[config.mk]
export PLATFORM = sky130hd
export DESIGN_NAME = embedding_fetch
export DESIGN_NICKNAME = d
export VERILOG_FILES = /design/src/rtl/embed_pkg.sv /design/src/rtl/embedding_fetch.sv
export SDC_FILE = /design/constraint.sdc
export NUM_CORES = 1
export LEC_CHECK = 0
export CAP_MARGIN = 20
export CORE_UTILIZATION = 35
export CTS_CLUSTER_SIZE = 24
export DETAILED_ROUTE_END_ITERATION = 8
export GPL_ROUTABILITY_DRIVEN = 0
export PLACE_DENSITY = 0.65
export SYNTH_ARGS = -nofsm -noshare
export SYNTH_HDL_FRONTEND = slang
export SYNTH_SLANG_ARGS = --single-unit
[constraint.sdc]
create_clock -name clk -period 2.14 [get_ports clk]
set_clock_uncertainty 0.1 [all_clocks]
set_input_delay 0.428 -clock clk [delete_from_list [all_inputs] [get_ports clk]]
set_output_delay 0.428 -clock clk [all_outputs]
set_load 0.03 [all_outputs]
[src/rtl/embed_pkg.sv]
// Shared command codes, burst geometry and FSM state type for the
// embedding-row fetcher that sits on the MIG application read port.
package embed_pkg;

    localparam logic [2:0] CMD_READ          = 3'b001;
    localparam logic [2:0] CMD_WRITE         = 3'b000;
    localparam int         BEATS_PER_CMD     = 2;
    localparam int         BURST_ADDR_STRIDE = 8;

    typedef enum logic [1:0] {
        IDLE  = 2'd0,
        FETCH = 2'd1,
        OUT   = 2'd2
    } fetch_state_e;

    // One BL8 burst on a 64-bit app port carries 128 bits of row data.
    function automatic int cmds_per_row(input int row_bits);
        return row_bits / 128;
    endfunction

endpackage

[src/rtl/embedding_fetch.sv]
// Fetches one embedding row per token over the MIG app read port, packs the
// returned beats into a full vector and serves repeated tokens from a 1-entry cache.
module embedding_fetch
    import embed_pkg::*;
#(
    parameter int                    ADDR_WIDTH      = 27,
    parameter int                    APP_DATA_WIDTH  = 64,
    parameter int                    TOKEN_WIDTH     = 7,
    parameter int                    EMBED_DIM       = 16,
    parameter int                    ELEM_WIDTH      = 32,
    parameter logic [ADDR_WIDTH-1:0] BASE_ADDR       = '0,
    parameter int                    MAX_OUTSTANDING = 4
) (
    input  logic                            clk,
    input  logic                            reset,
    input  logic                            flush,
    input  logic                            req_valid,
    input  logic [TOKEN_WIDTH-1:0]          req_token,
    output logic                            req_ready,
    output logic [ADDR_WIDTH-1:0]           ram_address,
    output logic [2:0]                      ram_cmd,
    output logic                            ram_en,
    input  logic                            ram_rdy,
    input  logic                            ram_rd_valid,
    input  logic                            ram_rd_data_end,
    input  logic [APP_DATA_WIDTH-1:0]       ram_rd_data,
    output logic                            emb_valid,
    input  logic                            emb_ready,
    output logic [EMBED_DIM*ELEM_WIDTH-1:0] emb_data,
    output logic                            emb_hit,
    output logic                            busy
);

    localparam int ROW_BITS = EMBED_DIM * ELEM_WIDTH;
    localparam int NUM_CMDS = cmds_per_row(ROW_BITS);
    localparam int BEATS    = BEATS_PER_CMD * NUM_CMDS;
    localparam int SLOTS    = ROW_BITS / APP_DATA_WIDTH;
    localparam int ISSUE_W  = $clog2(NUM_CMDS + 1);
    localparam int BEAT_W   = (BEATS > 1) ? $clog2(BEATS) : 1;
    localparam int OUT_W    = 4;

    localparam logic [ADDR_WIDTH-1:0] ROW_STRIDE  = ADDR_WIDTH'(NUM_CMDS * BURST_ADDR_STRIDE);
    localparam logic [ADDR_WIDTH-1:0] CMD_STRIDE  = ADDR_WIDTH'(BURST_ADDR_STRIDE);
    localparam logic [ISSUE_W-1:0]    ISSUE_LIMIT = ISSUE_W'(NUM_CMDS);
    localparam logic [OUT_W-1:0]      OUT_LIMIT   = OUT_W'(MAX_OUTSTANDING);
    localparam logic [BEAT_W-1:0]     LAST_BEAT   = BEAT_W'(BEATS - 1);

    fetch_state_e            state_reg;
    logic [ISSUE_W-1:0]      issued_reg;
    logic [OUT_W-1:0]        outstanding_reg;
    logic [BEAT_W-1:0]       beat_cnt_reg;
    logic [ADDR_WIDTH-1:0]   cmd_addr_reg;
    logic [TOKEN_WIDTH-1:0]  token_reg;
    logic [TOKEN_WIDTH-1:0]  last_token_reg;
    logic                    cache_valid_reg;
    logic                    emb_valid_reg;
    logic                    emb_hit_reg;

    logic                    accept;
    logic                    hit;
    logic                    cmd_fire;
    logic                    beat_fire;
    logic                    end_fire;
    logic                    final_beat;
    logic [ADDR_WIDTH-1:0]   row_addr;

    assign req_ready   = (state_reg == IDLE);
    assign busy        = (state_reg != IDLE);
    assign accept      = req_valid && req_ready;
    assign hit         = cache_valid_reg && (req_token == last_token_reg) && !flush;
    assign row_addr    = BASE_ADDR + ADDR_WIDTH'(req_token) * ROW_STRIDE;

    // ram_en depends only on registered counters, so it and ram_address stay
    // put while the controller holds off with ram_rdy low.
    assign ram_en      = (state_reg == FETCH) && (issued_reg < ISSUE_LIMIT)
                         && (outstanding_reg < OUT_LIMIT);
    assign cmd_fire    = ram_en && ram_rdy;
    assign beat_fire   = (state_reg == FETCH) && ram_rd_valid;
    assign end_fire    = beat_fire && ram_rd_data_end;
    assign final_beat  = beat_fire && (beat_cnt_reg == LAST_BEAT);

    assign ram_cmd     = CMD_READ;
    assign ram_address = cmd_addr_reg;
    assign emb_valid   = emb_valid_reg;
    assign emb_hit     = emb_hit_reg;

    always_ff @(posedge clk) begin
        if (reset) begin
            state_reg       <= IDLE;
            issued_reg      <= '0;
            outstanding_reg <= '0;
            beat_cnt_reg    <= '0;
            cmd_addr_reg    <= '0;
            token_reg       <= '0;
            last_token_reg  <= '0;
            cache_valid_reg <= 1'b0;
            emb_valid_reg   <= 1'b0;
            emb_hit_reg     <= 1'b0;
        end else begin
            if (flush) begin
                cache_valid_reg <= 1'b0;
            end
            case (state_reg)
                IDLE: begin
                    if (accept) begin
                        if (hit) begin
                            state_reg     <= OUT;
                            emb_valid_reg <= 1'b1;
                            emb_hit_reg   <= 1'b1;
                        end else begin
                            state_reg       <= FETCH;
                            issued_reg      <= '0;
                            outstanding_reg <= '0;
                            beat_cnt_reg    <= '0;
                            cmd_addr_reg    <= row_addr;
                            token_reg       <= req_token;
                            emb_hit_reg     <= 1'b0;
                        end
                    end
                end
                FETCH: begin
                    if (cmd_fire) begin
                        issued_reg   <= issued_reg + ISSUE_W'(1);
                        cmd_addr_reg <= cmd_addr_reg + CMD_STRIDE;
                    end
                    if (cmd_fire && !end_fire) begin
                        outstanding_reg <= outstanding_reg + OUT_W'(1);
                    end else if (!cmd_fire && end_fire) begin
                        outstanding_reg <= outstanding_reg - OUT_W'(1);
                    end
                    if (beat_fire) begin
                        beat_cnt_reg <= beat_cnt_reg + BEAT_W'(1);
                    end
                    // A refill landing in the same cycle as flush wins: the
                    // row just fetched is current.
                    if (final_beat) begin
                        state_reg       <= OUT;
                        emb_valid_reg   <= 1'b1;
                        emb_hit_reg     <= 1'b0;
                        last_token_reg  <= token_reg;
                        cache_valid_reg <= 1'b1;
                    end
                end
                OUT: begin
                    if (emb_ready) begin
                        state_reg     <= IDLE;
                        emb_valid_reg <= 1'b0;
                    end
                end
                default: begin
                    state_reg <= IDLE;
                end
            endcase
        end
    end

    // Each 64-bit slot of the vector captures the beat whose arrival index matches it.
    for (genvar gi = 0; gi < SLOTS; gi++) begin : g_slot
        logic [APP_DATA_WIDTH-1:0] slot_reg;

        always_ff @(posedge clk) begin
            if (reset) begin
                slot_reg <= '0;
            end else if (beat_fire && (beat_cnt_reg == BEAT_W'(gi))) begin
                slot_reg <= ram_rd_data;
            end
        end

        assign emb_data[gi*APP_DATA_WIDTH +: APP_DATA_WIDTH] = slot_reg;
    end

endmodule

# Word level (Yosys, flattened, before mapping)
# Cells that the tools add are included.
# op_classes
add_sub_neg	5
order_cmp	2
n_eq_ne	18
mux	32
bitwise_logic	1
reduce_logical	34
# op_table
operator	n
$mux W27	3
$pmux W27 S2	1
$add A27 B4 Y27 const B	1
$logic_and A1 B1 Y1	18
$mux W4	4
$eq A3 B3 Y1 const B	4
$mux W3	4
$pmux W3 S2	2
$reduce_and A4 Y1	3
$mux W1	10
$ne A2 B2 Y1 const B	5
$reduce_and A3 Y1	3
$mux W2	4
$pmux W4 S2	1
$eq A7 B7 Y1	1
$add A3 B1 Y3 const B	2
$eq A3 B2 Y1 const B	2
$pmux W2 S3	1
$reduce_and A5 Y1	1
$add A4 B1 Y4 const B	1
$lt A4 B3 Y1 const B	1
$ne A2 B1 Y1 const B	2
$reduce_bool A2 Y1	2
$sub A4 B1 Y4 const B	1
other kinds (13)	15
# totals
regBits	568
input_bits	79
out_inout_bits	547
elab_cells	110

# Depth between registers and ports, before layout
# Gate-level depths: netlist of run 1.
# depth
depth_word	9
ltp_mapped	10
mapped_depth_nobuf	8

# Worst setup path after synthesis of run 1
# OpenSTA, ideal clock, no wires.
# synth_path
path_kind	register -> register
from	register state_reg[1]
to	register cmd_addr_reg[10] (netlist: ram_address[10])
setup_ps	119
t_arrival_ps	2054
t_required_ps	1921
setup_slack_ps	-133
path_stages_with_launch	6
path_buffers	1
synth_period_minus_slack_ps	2273
cell_sequence	dfxtp_1 buf_2 nand2b_1 nor4_1 a31oi_1 o221a_2
# synth_between
elab_chain_cells	6
word_cells_on_any_way	12
cone_classes	eq/ne (4); mux (1); reduce/logical (7)
# synth_rtl
item	line	text
start, declared	embedding_fetch.sv:48	fetch_state_e state_reg;
start signal, assigned	embedding_fetch.sv:89	state_reg <= IDLE;
start signal, assigned	embedding_fetch.sv:107	state_reg <= OUT;
start signal, assigned	embedding_fetch.sv:111	state_reg <= FETCH;
$eq A2 B1 Y1	embedding_fetch.sv:75	assign ram_en = (state_reg == FETCH) && (issued_reg < ISSUE_LIMIT)
$logic_and A1 B1 Y1	embedding_fetch.sv:75	
$logic_and A1 B1 Y1	embedding_fetch.sv:76	&& (outstanding_reg < OUT_LIMIT);
named net ram_en	embedding_fetch.sv:22	output logic ram_en,
$logic_and A1 B1 Y1	embedding_fetch.sv:77	assign cmd_fire = ram_en && ram_rdy;
$ne A2 B2 Y1 (no line)	n/a	
$reduce_and A4 Y1 (no line)	n/a	
end signal, assigned	embedding_fetch.sv:115	cmd_addr_reg <= row_addr;
end signal, assigned	embedding_fetch.sv:124	cmd_addr_reg <= cmd_addr_reg + CMD_STRIDE;
end, declared	embedding_fetch.sv:52	logic [ADDR_WIDTH-1:0] cmd_addr_reg;
# The timed path passes the listed nets, and every way through them passes these cells.
# A chain may end at the register's enable or synchronous reset.

# Worst setup path after layout of run 1
# layout_path
from	register state_reg[0]
to	output ram_en
# layout_between
elab_chain_cells	3
# layout_rtl
item	line
$eq A2 B1 Y1	embedding_fetch.sv:75
$logic_and A1 B1 Y1	embedding_fetch.sv:75
$logic_and A1 B1 Y1	embedding_fetch.sv:76
end, declared	embedding_fetch.sv:22
# No other way between the ends.

==> flow_metrics.env, run 1 <==
export IMPL_leakage_nw=12.8
export IMPL_start_util=0.357
export IMPL_drive_above_1_share=0.0851
export IMPL_area_growth_pct=43.0
export IMPL_finalCritPeriodShare=1.01
export IMPL_antenna_found_initial=1
export IMPL_portBuffers=619
export IMPL_grt_pass1_wl_mm=116
export IMPL_comb_power_share=0.061
export IMPL_yosysUniqueCellTypes=57
export IMPL_overflow=0
export IMPL_tightest_slew_ns=0.790
export IMPL_pwr_share_clk=0.476
export IMPL_cp_max_fo=8
export IMPL_synth_edf_count=0
export IMPL_multi_input_comb_area_um2=8290
export IMPL_cp_data_required_time_ns=1.61
export IMPL_numCtsBuffers=59
export IMPL_worstPathArrival_ns=1.64
export IMPL_cap_violations=0
export IMPL_htreeDepth=2
export IMPL_die_w_um=246
export IMPL_hold_class="in2reg"
export IMPL_n_fill_cell=5600
export IMPL_setup_tns_final_ns=-0.0348
export IMPL_grt_pass1_vias=18627
export IMPL_io_pins=626
export IMPL_hold_viol=0
export IMPL_dieHeight_um=246
export IMPL_worst_slack_ns=-0.0310
export IMPL_use_met1=0.318
export IMPL_cts_root_buffer="clkbuf_16"
export IMPL_seqPwrFrac=0.464
export IMPL_power_switching_mw=5.35
export IMPL_path_clk_slew_ns=0.06
export IMPL_setup_violations=2
export IMPL_core_area_um2=58200
export IMPL_rows=88
export IMPL_max_slew_margin=0.473
export IMPL_grt_max_degree=155
export IMPL_slowest_stage="dfxtp_1"
export IMPL_grt_usage=0.250
export IMPL_gr_max_usage_layer="met2"
export IMPL_cpPeakStageDelay_ns=0.34
export IMPL_crit_path_end_kind="output port"
export IMPL_drc_errors=0
export IMPL_use_met3=0.0505
export IMPL_final_util=0.510
export IMPL_seq_area_frac_synth=0.544
export IMPL_maxSlewViolCount=0
export IMPL_synth_avg_cell_area_um2=7.93
export IMPL_synthCells=2621
export IMPL_dr_total_vias=20009
export IMPL_clk_path_buf_depth=3
export IMPL_violations="setup timing"
export IMPL_clk_latency_ns=0.61
export IMPL_ir_drop_v=0.000641
export IMPL_wl_mm=81.1
export IMPL_critical_path_startpoint_type="flip-flop"
export IMPL_yosys_warnings=0
export IMPL_hold_buffers=0
export IMPL_crit_type="reg2out"
export IMPL_dr_first_iter_drc_count=1501
export IMPL_cts_sinks=565
export IMPL_cts_tree="built"
export IMPL_timing_fmax_ghz=0.461
export IMPL_vias_per_cell=5.02
export IMPL_wl_per_cell_um=20.3
export IMPL_antenna_cells=0
export IMPL_dieArea_um2=60400
export IMPL_seq_area_um2=11300
export IMPL_p_per_area_nw_per_um2=774
export IMPL_nNetsFinal=3263
export IMPL_dp_hpwl_mm=54.1
export IMPL_post_route_min_period_ns=2.17
export IMPL_use_met2=0.411
export IMPL_rsz0062_at_grt="true"
export IMPL_path_common_cell="buf_4"
export IMPL_dr_pass1_iters=5
export IMPL_internal_power_mw=17.7
export IMPL_largest_reg_flops=512
export IMPL_synth_main_ff_cell="dfxtp_1"
export IMPL_ys_ff_latch=565
export IMPL_netSwitchingFraction=0.232
export IMPL_synthesis_area_um2=20800
export IMPL_status="finished with violations"
export IMPL_postSynth_asyncResetShare=0
export IMPL_finalPower_mw=23.0
export IMPL_cp_cell_sequence="buf_4 > nand2b_4 > nor4_4 > buf_4"
export IMPL_ant_nets=0
## cells in the mapped netlist (9+ instances only)
cell,number,area share
a21oi_1,552,0.13
buf_1,15,0.0027
buf_2,48,0.012
buf_4,93,0.034
clkbuf_1,92,0.017
dfxtp_1,565,0.54
ha_1,10,0.0060
inv_1,12,0.0022
mux2i_1,10,0.0048
nand2_1,1056,0.19
nand3_1,13,0.0031
nor2_1,27,0.0049
o21ai_0,9,0.0022
o31ai_1,9,0.0032
or3_1,9,0.0027
xnor2_1,9,0.0038
## cell type report
| cell class | count | share of cell area |
|---|---|---|
| Sequential cell | 565 | 0.381 |
| Multi-Input combinational cell | 1798 | 0.279 |
| Timing Repair Buffer | 736 | 0.237 |
| Clock buffer | 78 | 0.0564 |
| Tap cell | 765 | 0.0322 |
| Clock inverter | 30 | 0.0136 |
| Inverter | 13 | 0.00164 |
## final timing paths
check,start,to,slack (ns),cells past startpoint
worst max-delay path,state_reg[0],ram_en,-0.03,4
worst min-delay path,reset,token_reg[6],0.05,2
worst max register to register,issued_reg[2],outstanding_reg[3],0,8
worst min register to register,g_slot[5].slot_reg[59],g_slot[5].slot_reg[59],0.35,2
## stage by stage
step                worst slack (ns)  cell area [µm²]  hold slack (ns)  std cells
finish                       -0.0310            29700           0.0489       3985
global route                  -0.102            29700           0.0235       3985
CTS                           -0.149            29500           0.0148       3976
detailed placement            -0.588            28000            0.346       3866
global placement              -0.582            28000            0.340       3866
floorplan                    0.00966            20800            0.332       2625
## worst max-delay path: cells and delay by family (launching register included)
| family | cells | cell delay, ns |
|---|---|---|
| buffers and inverters | 2 | 0.42 |
| DFF | 1 | 0.34 |
| and+or+nand+nor | 2 | 0.30 |
## metal layers
layer / vias up / wire length (µm)
met5: - / 0
met4: 0 / 3180
met3: 173 / 5890
met2: 837 / 38500
met1: 9423 / 33500
li1: 9576 / -
## power groups by stage
stage / registers (mW) / clock network (mW) / logic [mW]
after floorplan: 11.0 / 0 / 0.656
after global placement: 10.9 / 0 / 1.40
after detailed placement: 10.9 / 0 / 1.42
after CTS: 10.7 / 11.2 / 1.38
after global routing: 10.7 / 11.6 / 1.47
final: 10.7 / 11.0 / 1.40
## layout by cell type (no fill, tap or decap), drive strengths merged, types with 6 or more instances in the layout
master / n
a21oi: 552
nand3: 16
mux2i: 10
ha: 10
or4: 7
nor3: 6
clkbuf: 84
dlygate4sd2: 536
nand2: 1056
clkdlybuf4s50: 77
nor2: 28
xnor2: 9
dfxtp: 565
clkinv: 12
or3: 9
buf: 116
nand4: 10
conb: 6
inv: 17
bufinv: 9
o21ai: 14
o31ai: 10
## what timing repair did
| item | CTS | global route |
|---|---|---|
| resized for setup | 551 | 22 |
| pin swaps | 3 | 7 |
| buffers inserted | 2 | 4 |
| gates cloned | 0 | 5 |
| endpoints found under the setup margin | 541 | 79 |
## logic make-up (layout without fill, tap and decap cells)
family	count (synthesis)	in the layout	share of synthesized area
flip-flops	565	565	0.544
adder cells (fa/ha/maj)	11	11	0.00698
other	2	6	0.000361
AO/OA/AOI/OAI	598	598	0.150
buffers and inverters	262	857	0.0673
AND/OR/NAND/NOR	1162	1162	0.222
XOR/XNOR	11	11	0.00463
multiplexers	10	10	0.00481
No activity file was read; power rests on OpenSTA's default activity.
==> run 2: changes to the inputs <==
--- a/config.mk
+++ b/config.mk
@@ -9,8 +9,10 @@
 export CORE_UTILIZATION = 35
 export CTS_CLUSTER_SIZE = 24
 export DETAILED_ROUTE_END_ITERATION = 8
+export DONT_BUFFER_PORTS = 1
 export GPL_ROUTABILITY_DRIVEN = 0
-export PLACE_DENSITY = 0.65
+export GPL_TIMING_DRIVEN = 0
+export PLACE_DENSITY = 0.51
 export SYNTH_ARGS = -nofsm -noshare
 export SYNTH_HDL_FRONTEND = slang
 export SYNTH_SLANG_ARGS = --single-unit
==> run 2 against run 1 <==
The flow still finishes with violations (setup timing). Routed wire length up 4.3%. Setup slack lost 0.095 ns. Final area fell by 17%. Worst hold slack got worse by 0.013 ns. Sequential share of layout area increased by 7.9 points. Sequential power barely moved. Maximum frequency fell by 4.2%. Core utilization decreased by 8.7 points. Critical endpoint unchanged. Largest power group is now sequential cells. Highest routed layer unchanged.
==> flow_metrics.env, run 2 (synthesis results as in run 1) <==
export IMPL_finalPower_mw=22.5
export IMPL_layout_common_cells="1050 x nand2_1, 550 x a21oi_1, 544 x dfxtp_1"
export IMPL_setup_tns_final_ns=-0.140
export IMPL_crit_type="reg2out"
export IMPL_antenna_cells=0
export IMPL_final_area_um2=24700
export IMPL_dr_pass1_iters=5
export IMPL_final_util=0.424
export IMPL_largest_reg_flops=512
export IMPL_drc_errors=0
export IMPL_area_growth_pct=18.7
export IMPL_dp_hpwl_mm=60.3
export IMPL_finalCritPeriodShare=1.06
export IMPL_wl_per_cell_um=23.8
export IMPL_worstPathArrival_ns=1.74
export IMPL_dieArea_um2=60400
export IMPL_dieHeight_um=246
export IMPL_portBuffers=0
export IMPL_dr_first_iter_drc_count=1158
export IMPL_max_slew_margin=0.345
export IMPL_overflow=0
export IMPL_placedCellCount=3394
export IMPL_cts_sinks=565
export IMPL_maxSlewViolCount=0
export IMPL_rows=88
export IMPL_layout_commonest_cell="nand2_1"
export IMPL_cp_data_required_time_ns=1.61
export IMPL_hold_viol=0
export IMPL_post_route_min_period_ns=2.27
export IMPL_cp_max_fo=4
export IMPL_grt_usage=0.268
export IMPL_start_util=0.357
export IMPL_cts_tree="built"
export IMPL_grt_pass1_wl_mm=119
export IMPL_htreeDepth=2
export IMPL_p_per_area_nw_per_um2=913
export IMPL_numCtsBuffers=59
export IMPL_nNetsFinal=2825
export IMPL_holdWs_ns=0.0364
export IMPL_dr_total_vias=18488
export IMPL_antenna_found_initial=1
export IMPL_grt_pass1_vias=17148
export IMPL_hold_class="in2reg"
export IMPL_path_clk_slew_ns=0.06
export IMPL_worst_slack_ns=-0.126
export IMPL_grt_max_degree=15
export IMPL_vias_per_cell=5.21
export IMPL_clk_latency_ns=0.60
export IMPL_critical_path_startpoint_type="flip-flop"
export IMPL_leakage_nw=8.40
export IMPL_io_pins=626
export IMPL_die_w_um=246
export IMPL_clk_path_buf_depth=3
export IMPL_ir_drop_v=0.000881
export IMPL_dpl_instance_area_um2=21900
export IMPL_rsz0062_at_grt="true"
export IMPL_final_cells=3547
export IMPL_crit_path_end_kind="output port"
export IMPL_core_area_um2=58200
export IMPL_drive_above_1_share=0.133
export IMPL_wl_mm=84.6
export IMPL_setup_violations=3
export IMPL_cap_violations=0
export IMPL_n_fill_cell=5803
export IMPL_dp_slack_ns=-0.718
export IMPL_timing_fmax_ghz=0.441
export IMPL_violations="setup timing"
export IMPL_ant_nets=0
export IMPL_cts_root_buffer="clkbuf_16"
export IMPL_status="finished with violations"
export IMPL_tightest_slew_ns=0.982
-- run 2: timing repair --
action	4_1_cts	5_1_grt
cloned	0	1
resized for setup	84	80
pin swaps	7	13
hold buffers	19	0
setup endpoints to repair	550	424
buffers inserted	13	14
hold endpoints to repair	41	0
-- run 2: cell type report --
cell class                      count  area, µm²  area share
Timing Repair Buffer               50        532      0.0215
Inverter                           13       53.8     0.00218
Multi-Input combinational cell   1799       8310       0.336
Tap cell                          765        957      0.0388
Sequential cell                   565      11400       0.460
Clock inverter                     23        259      0.0105
Clock buffer                       85       1710      0.0694
Buffer                            247       1510      0.0612
-- run 2: metal layers --
metal,share of wire,GRT usage,up-vias
met1,0.38,0.313,8838
met5,0,0,-
met4,0.040,0.103,0
met2,0.48,0.453,760
met3,0.096,0.0864,178
li1,-,-,8712
-- run 2: final timing paths --
check | start | endpoint | slack [ns] | cells past startpoint
worst max-delay path | state_reg[1] | ram_en | -0.13 | 3
worst min-delay path | ram_rd_data[23] | g_slot[2].slot_reg[23] | 0.04 | 3
worst max register to register | outstanding_reg[2] | outstanding_reg[3] | -0.01 | 8
worst min register to register | token_reg[3] | last_token_reg[3] | 0.36 | 2
-- run 2: critical path, cell delays in order (launching register included) --
cell	delay, ns
dfxtp_2	0.32
buf_6	0.11
nand2b_4	0.15
nor4_4	0.55
-- run 2: where the power goes --
group | internal [mW] | total [mW] | switching, mW
Sequential | 10.6 | 10.9 | 0.245
Combinational | 0.361 | 1.19 | 0.825
Clock | 6.15 | 10.5 | 4.35
Total | 17.1 | 22.5 | 5.42
